`src/rtl/mcpu_ctrl_ext.sv`:
```
// rtl/mcpu_ctrl_ext.sv - multi-cycle MIPS-style CPU control FSM
// Define MCPU_EXC_EN to build illegal-instruction, overflow and memory-wait watchdog exceptions.
module mcpu_ctrl_ext #(
  parameter int unsigned      TMO_W   = 8,
  parameter logic [TMO_W-1:0] TMO_MAX = 8'd200
) (
  input  logic        clk,
  input  logic        rst_n,
  input  logic        zero,
  input  logic        overflow,
  input  logic        MIO_ready,
  input  logic [31:0] inst_in,
  output logic        PCWrite,
  output logic        PCWriteCond,
  output logic        Branch,
  output logic        mem_w,
  output logic        CPU_MIO,
  output logic        IRWrite,
  output logic        IorD,
  output logic        RegWrite,
  output logic [1:0]  PCSource,
  output logic [1:0]  ALUSrc_A,
  output logic [1:0]  ALUSrc_B,
  output logic [1:0]  DatatoReg,
  output logic [1:0]  RegDst,
  output logic [3:0]  ALU_Control,
  output logic [4:0]  state_out,
  output logic        EPCWrite,
  output logic        CauseWrite,
  output logic [1:0]  cause
);

  typedef enum logic [4:0] {
    S_IF = 5'd0, S_ID = 5'd1, S_EX_R = 5'd2, S_EX_MEM = 5'd3, S_EX_I = 5'd4,
    S_EX_BEQ = 5'd5, S_EX_BNE = 5'd6, S_EX_J = 5'd7, S_EX_JAL = 5'd8,
    S_EX_JR = 5'd9, S_EX_JALR = 5'd10, S_MEM_RD = 5'd11, S_MEM_WD = 5'd12,
    S_WB_R = 5'd13, S_WB_I = 5'd14, S_WB_LW = 5'd15, S_WB_LUI = 5'd16,
    S_EXC = 5'd17, S_ERROR = 5'd31
  } state_t;

  localparam logic [3:0] ALU_AND  = 4'b0000, ALU_OR   = 4'b0001, ALU_XOR  = 4'b0010;
  localparam logic [3:0] ALU_NOR  = 4'b0011, ALU_SADD = 4'b0100, ALU_SSUB = 4'b0101;
  localparam logic [3:0] ALU_UADD = 4'b0110, ALU_USUB = 4'b0111, ALU_SLL  = 4'b1000;
  localparam logic [3:0] ALU_SRL  = 4'b1001, ALU_SRA  = 4'b1010, ALU_SLT  = 4'b1011;
  localparam logic [3:0] ALU_SLTU = 4'b1100;

`ifdef MCPU_EXC_EN
  localparam state_t S_ILL = S_EXC;
`else
  localparam state_t S_ILL = S_ERROR;
`endif

  state_t     state_q, state_d, id_next;
  logic [3:0] alu_op;
  logic       is_shift, ov_op;
  logic [5:0] op, fn;
  logic       unused_bits;

  assign op = inst_in[31:26];
  assign fn = inst_in[5:0];
  assign state_out = state_q;
  assign unused_bits = ^{inst_in[25:6], overflow, ov_op, TMO_MAX};

  // The IR is stable from ID to writeback, so decode is shared by every state.
  always_comb begin
    id_next  = S_ILL;
    alu_op   = ALU_SADD;
    is_shift = 1'b0;
    ov_op    = 1'b0;
    case (op)
      6'h00: begin
        id_next = S_EX_R;
        case (fn)
          6'h20: begin alu_op = ALU_SADD; ov_op = 1'b1; end
          6'h21: alu_op = ALU_UADD;
          6'h22: begin alu_op = ALU_SSUB; ov_op = 1'b1; end
          6'h23: alu_op = ALU_USUB;
          6'h24: alu_op = ALU_AND;
          6'h25: alu_op = ALU_OR;
          6'h26: alu_op = ALU_XOR;
          6'h27: alu_op = ALU_NOR;
          6'h2A: alu_op = ALU_SLT;
          6'h2B: alu_op = ALU_SLTU;
          6'h00: begin alu_op = ALU_SLL; is_shift = 1'b1; end
          6'h02: begin alu_op = ALU_SRL; is_shift = 1'b1; end
          6'h03: begin alu_op = ALU_SRA; is_shift = 1'b1; end
          6'h08: id_next = S_EX_JR;
          6'h09: id_next = S_EX_JALR;
          default: id_next = S_ILL;
        endcase
      end
      6'h08: begin id_next = S_EX_I; alu_op = ALU_SADD; ov_op = 1'b1; end
      6'h09: begin id_next = S_EX_I; alu_op = ALU_UADD; end
      6'h0C: begin id_next = S_EX_I; alu_op = ALU_AND; end
      6'h0D: begin id_next = S_EX_I; alu_op = ALU_OR; end
      6'h0E: begin id_next = S_EX_I; alu_op = ALU_XOR; end
      6'h0A: begin id_next = S_EX_I; alu_op = ALU_SLT; end
      6'h0B: begin id_next = S_EX_I; alu_op = ALU_SLTU; end
      6'h0F: id_next = S_WB_LUI;
      6'h23, 6'h2B: id_next = S_EX_MEM;
      6'h04: id_next = S_EX_BEQ;
      6'h05: id_next = S_EX_BNE;
      6'h02: id_next = S_EX_J;
      6'h03: id_next = S_EX_JAL;
      default: id_next = S_ILL;
    endcase
  end

`ifdef MCPU_EXC_EN
  logic [TMO_W-1:0] tmo_q, tmo_d;
  logic [1:0]       cause_q, cause_d;
  logic             stall;
  assign cause = cause_q;
`else
  assign cause = 2'b00;
`endif

  always_comb begin
    state_d     = S_IF;
    PCWrite     = 1'b0;
    PCWriteCond = 1'b0;
    Branch      = 1'b0;
    mem_w       = 1'b0;
    CPU_MIO     = 1'b0;
    IRWrite     = 1'b0;
    IorD        = 1'b0;
    RegWrite    = 1'b0;
    PCSource    = 2'b00;
    ALUSrc_A    = 2'b00;
    ALUSrc_B    = 2'b00;
    DatatoReg   = 2'b00;
    RegDst      = 2'b00;
    ALU_Control = 4'b0000;
    EPCWrite    = 1'b0;
    CauseWrite  = 1'b0;
    case (state_q)
      S_IF: begin
        CPU_MIO = 1'b1; ALUSrc_B = 2'b01; ALU_Control = ALU_SADD;
        IRWrite = MIO_ready; PCWrite = MIO_ready;
        state_d = MIO_ready ? S_ID : S_IF;
      end
      S_ID:     state_d = id_next;
      S_EX_R: begin
        ALU_Control = alu_op; ALUSrc_A = is_shift ? 2'b10 : 2'b01; state_d = S_WB_R;
      end
      S_EX_I:   begin ALU_Control = alu_op; ALUSrc_A = 2'b01; state_d = S_WB_I; end
      S_EX_MEM: begin
        ALU_Control = ALU_SADD; ALUSrc_A = 2'b01;
        state_d = (op == 6'h23) ? S_MEM_RD : S_MEM_WD;
      end
      S_EX_BEQ, S_EX_BNE: begin
        PCWriteCond = 1'b1; PCSource = 2'b01; ALU_Control = ALU_SSUB; ALUSrc_A = 2'b01;
        Branch = (state_q == S_EX_BEQ) ? zero : ~zero;
      end
      S_EX_J:   begin PCWrite = 1'b1; PCSource = 2'b10; end
      S_EX_JAL: begin
        PCWrite = 1'b1; PCSource = 2'b10; RegWrite = 1'b1; DatatoReg = 2'b11; RegDst = 2'b10;
      end
      S_EX_JR:  begin PCWrite = 1'b1; PCSource = 2'b11; end
      S_EX_JALR: begin
        PCWrite = 1'b1; PCSource = 2'b11; RegWrite = 1'b1; DatatoReg = 2'b11; RegDst = 2'b01;
      end
      S_MEM_RD: begin CPU_MIO = 1'b1; IorD = 1'b1; state_d = MIO_ready ? S_WB_LW : S_MEM_RD; end
      S_MEM_WD: begin
        CPU_MIO = 1'b1; IorD = 1'b1; mem_w = MIO_ready; state_d = MIO_ready ? S_IF : S_MEM_WD;
      end
      S_WB_R:   begin RegWrite = 1'b1; RegDst = 2'b01; end
      S_WB_I:   RegWrite = 1'b1;
      S_WB_LW:  begin RegWrite = 1'b1; DatatoReg = 2'b01; end
      S_WB_LUI: begin RegWrite = 1'b1; DatatoReg = 2'b10; end
`ifdef MCPU_EXC_EN
      S_EXC: begin EPCWrite = 1'b1; CauseWrite = 1'b1; PCWrite = 1'b1; PCSource = 2'b11; end
`endif
      default: state_d = S_IF;
    endcase
`ifdef MCPU_EXC_EN
    cause_d = 2'b00;
    tmo_d   = '0;
    if (state_q == S_ID && id_next == S_ILL) cause_d = 2'b01;
    // Trap replaces the writeback state, so the overflowed result never lands.
    if (overflow && ov_op && (state_q == S_EX_R || state_q == S_EX_I)) begin
      state_d = S_EXC; cause_d = 2'b11;
    end
    stall = !MIO_ready && (state_q == S_IF || state_q == S_MEM_RD || state_q == S_MEM_WD);
    if (stall) begin
      if (tmo_q == TMO_MAX - 1'b1) begin
        state_d = S_EXC; cause_d = 2'b10;
      end else begin
        tmo_d = tmo_q + 1'b1;
      end
    end
`endif
  end

  always_ff @(posedge clk or negedge rst_n) begin
    if (!rst_n) begin
      state_q <= S_IF;
`ifdef MCPU_EXC_EN
      tmo_q   <= '0;
      cause_q <= 2'b00;
`endif
    end else begin
      state_q <= state_d;
`ifdef MCPU_EXC_EN
      tmo_q   <= tmo_d;
      cause_q <= cause_d;
`endif
    end
  end

endmodule

```
`config.mk`:
```
export PLATFORM = sky130hd
export DESIGN_NAME = mcpu_ctrl_ext
export DESIGN_NICKNAME = d
export VERILOG_FILES = /design/src/rtl/mcpu_ctrl_ext.sv
export SDC_FILE = /design/constraint.sdc
export NUM_CORES = 1
export LEC_CHECK = 0
export CELL_PAD_IN_SITES_DETAIL_PLACEMENT = 0
export CELL_PAD_IN_SITES_GLOBAL_PLACEMENT = 1
export CORE_ASPECT_RATIO = 0.9
export CORE_MARGIN = 4
export CORE_UTILIZATION = 26
export CTS_BUF_LIST = sky130_fd_sc_hd__clkbuf_2 sky130_fd_sc_hd__clkbuf_4 sky130_fd_sc_hd__clkbuf_8
export DETAILED_ROUTE_END_ITERATION = 8
export PLACE_DENSITY_LB_ADDON = 0.08
export SLEW_MARGIN = 20
export SYNTH_ARGS = -nofsm -noshare
export SYNTH_HDL_FRONTEND = slang
export SYNTH_SLANG_ARGS = --single-unit
```
`constraint.sdc`:
```
create_clock -name clk -period 4.3 [get_ports clk]
set_clock_uncertainty 0.2 [all_clocks]
set_input_delay 0.43 -clock clk [delete_from_list [all_inputs] [get_ports clk]]
set_output_delay 0.43 -clock clk [all_outputs]
set_load 0.005 [all_outputs]
```
Yosys cells after proc, flatten, opt, wreduce, memory -nomap -nowiden. Index checks and enable logic that the tools add are counted.

Register bits after elaboration: 5. Output and inout bits: 31. Word-level logic and storage cells: 92.

Equality and inequality tests: 44. Multiplexer cells: 27. Bitwise operators: 1. Reductions and logical operators: 19.

Operator list (count): $eq 6x6->1 const B (12); $eq 6x4->1 const B (10); $pmux 4 s12 (1); $eq 5x4->1 const B (8); $pmux 5 s8 (1); $pmux 5 s7 (1); $pmux 4 s7 (1); $eq 6x2->1 const B (4); $eq 5x3->1 const B (4); $reduce_or 2->1 (9); $pmux 5 s3 (1); $reduce_or 13->1 (1); $eq 6x3->1 const B (2); $logic_not 6->1 (2); $mux 1 (12); $pmux 2 s3 (2); $pmux 4 s3 (1); $eq 5x2->1 const B (2); $pmux 2 s2 (2); $reduce_or 4->1 (2); $reduce_or 7->1 (1); $mux 3 (2); $reduce_or 3->1 (2); $reduce_or 6->1 (1); other kinds (7) (7).

Logic depth before layout (Yosys ltp).
Depth in word-level cells: 6. Depth in mapped cells: 6.

Worst setup path before layout. No wires, ideal clock.

Kind: input port to output port. Start: input port inst_in[31]. End: output port ALU_Control[0]. Arrival time: 1549 ps. Slack: 2121 ps. Stages: 5. Cell sequence: clkbuf_1 > or4_4 > a21oi_2 > o2111ai_1 > o21bai_1.

Word-level cells in the longest chain between the ends: 3.

RTL lines: from (decl) (line 12) `input logic [31:0] inst_in,`; $eq 6x4->1 / $logic_not 6->1 (equally long branches) (line 70) `case (op)`; $pmux 4 s7 (*) (line 70); $pmux 4 s3 (*) (line 136) `case (state_q)`; to (decl) (line 26) `output logic [3:0] ALU_Control,`.

Mark *: on every way between the ends. The rest lies on a longest branch, timed or not.

Worst setup path after layout.
Start: input port inst_in[29]. End: output port ALU_Control[1].

Same word-level chain as after synthesis.

==> results.json <==
{
  "yosysWarnings": 0,
  "drv_slew": 0,
  "tns_ns": 0,
  "synth_top_cell_area_share": 0.113,
  "final_layout_size_suffix_gt1_frac": 0.0531,
  "cts_root_buf": "clkbuf_8",
  "clock_latency_ns": 0.22,
  "fin_crit_ns": 3.29,
  "ant_nets": 0,
  "post-dp-hpwl_um": 2770,
  "syn_avg_cell_area_um2": 6.17,
  "grt_pass1_vias": 1301,
  "synth_edf_count": 0,
  "antenna_cells": 0,
  "critPathLaunchType": "input port",
  "drt-total-wl_um": 3620,
  "hold_class": "input port to async pin",
  "async_flop_share": 1.00,
  "cts_setup_buffers": 0,
  "setup_violations": 0,
  "timing.final.crit_share": 0.765,
  "cts_hold_buf": 0,
  "outcome": "complete, no violations",
  "synthesis.area_um2": 1100,
  "cts_tree": "yes",
  "power_density_nw_per_um2": 475,
  "grt_first_pass_wirelength_um": 6050,
  "hold_viol_final": 0,
  "grt_max_degree": 20,
  "cts_max_path_buffers": 2,
  "row_count": 22,
  "layout_commonest_cell": "clkdlybuf4s50_1",
  "routedWlPerCell_um": 14.2,
  "start_util": 0.269,
  "fin_total_pwr_uw": 728,
  "gr-total-overflow": 0,
  "layout_common_cells": "clkdlybuf4s50_1, nor2_1, nand2_1",
  "largest_reg_flops": 5,
  "htreeDepth": 1,
  "synth-main-ff-cell": "dfrtp_1",
  "end_kind": "output port",
  "ir_drop_v": 0.000217,
  "max_slew_margin": 0.605,
  "worstPathRequired_ns": 3.67,
  "worst_slew_pin_slew_ns": 0.588,
  "route.detailed.drc": 0,
  "fp.dieH_um": 69.8,
  "drtIter0Drc": 104,
  "synthTopCellsByArea": "dfrtp_1, nor2_1, a21oi_1",
  "io_pins": 68,
  "synth.distinct_cells": 46,
  "total_leakage_power_nw": 0.574,
  "dp.cells": 251,
  "yosysTopAreaCell": "dfrtp_1",
  "synth_seq_area_share": 0.113,
  "post_cts_resize_count": 0,
  "nNetsFinal": 245,
  "fin_cells": 255,
  "critPathKind": "input port to output port",
  "place.gp.congestion": 0.809,
  "routed_via_density": 5.46,
  "clock_sinks": 5,
  "ys_ff_latch": 5,
  "synthCells": 179,
  "crit_fanout": 18,
  "maxCapViolCount": 0,
  "areaGrowthSynthToFinish_pct": 38.8,
  "drt-pass1-iter-count": 4,
  "cts_made_buffers": 3,
  "clk_pin_slew_ns": 0.04,
  "arrival_ns": 2.66,
  "grt_setup_unrepaired": "false",
  "die_area_um2": 5360,
  "vias": 1393,
  "fmax_ghz": 0.304,
  "dieWidth_um": 76.7,
  "core_region_area_um2": 4100,
  "grt_usage": 0.132,
  "portBuffers": 41,
  "antenna_found_initial": 0
}
-- power by group --
part | switching [mW] | internal, mW
registers | 0.0703 | 0.0651
clock network | 0.0254 | 0.0701
logic | 0.218 | 0.279
-- through the flow --
| step | hold WS [ns] | setup slack [ns] | util | instance area (um^2) |
|---|---|---|---|---|
| after floorplan | -0.0656 | 2.12 | - | 1120 |
| after global placement | 0.460 | 1.03 | 0.362 | 1490 |
| after detailed placement | 0.475 | 1.03 | 0.362 | 1490 |
| after CTS | 0.248 | 1.00 | 0.374 | 1530 |
| after global routing | 0.247 | 0.760 | 0.374 | 1530 |
| final | 0.234 | 1.01 | 0.374 | 1530 |
-- synthesized netlist by cell type, types with 3 or more instances --
cell and count:
nand2b_1 8, buf_2 3, buf_4 6, o21ai_0 9, dfrtp_1 5, o22ai_1 4
nand2_1 17, clkbuf_1 12, nand3_1 8, o2111ai_1 3, or2_2 3, inv_1 6
o211ai_1 3, nor3_1 6, and3_1 5, a31oi_1 5, a21oi_1 15, nor2b_1 5
nor2_1 22
-- layout make-up --
cell class,count,area [um^2]
fillers,443,2570
multi-input cells,151,867
repair buffers,41,410
flip-flops and latches,5,125
well taps,48,60.1
clock buffers,4,48.8
inverters,6,22.5
-- critical path, stage by stage --
cell and delay (ns):
clkdlybuf4s50_1 0.71, nor2_1 0.31, nand3_1 0.13, nor2_1 0.21, o2111ai_1 0.17, a21oi_1 0.18, clkdlybuf4s50_1 0.52
-- logic make-up (layout without fill, tap and decap cells) --
kind of cell              Yosys count  count (layout)  synth area share
and+or+nand+nor                    84              84             0.383
AOI/OAI and AO/OA                  58              58             0.348
buffers and inverters              27              51             0.116
DFF                                 5               5             0.113
muxes                               3               3            0.0294
other                               1               5           0.00339
xor gates and xnor gates            1               1           0.00793
-- routing by layer --
metal	vias to the layer above	global-route usage	routed length, um
met3	6	0.0312	215
met2	43	0.198	1590
met4	0	0.0302	31
met5	-	0	0
met1	638	0.187	1790
li1	706	-	-
-- worst paths after layout --
| check | end | slack [ns] | start | cells past startpoint |
|---|---|---|---|---|
| min | state_out[4] | 0.23 | rst_n | 1 |
| max in group asynchronous | state_out[3] | 3.47 | rst_n | 1 |
| min reg2reg | state_out[1] | 0.54 | state_out[4] | 1 |
| max reg2reg | state_out[2] | 2.25 | state_out[2] | 4 |
| max | ALU_Control[1] | 1.01 | inst_in[29] | 7 |
| min in group clk | state_out[1] | 0.54 | state_out[4] | 1 |
Power figures use the tool's default switching activity.
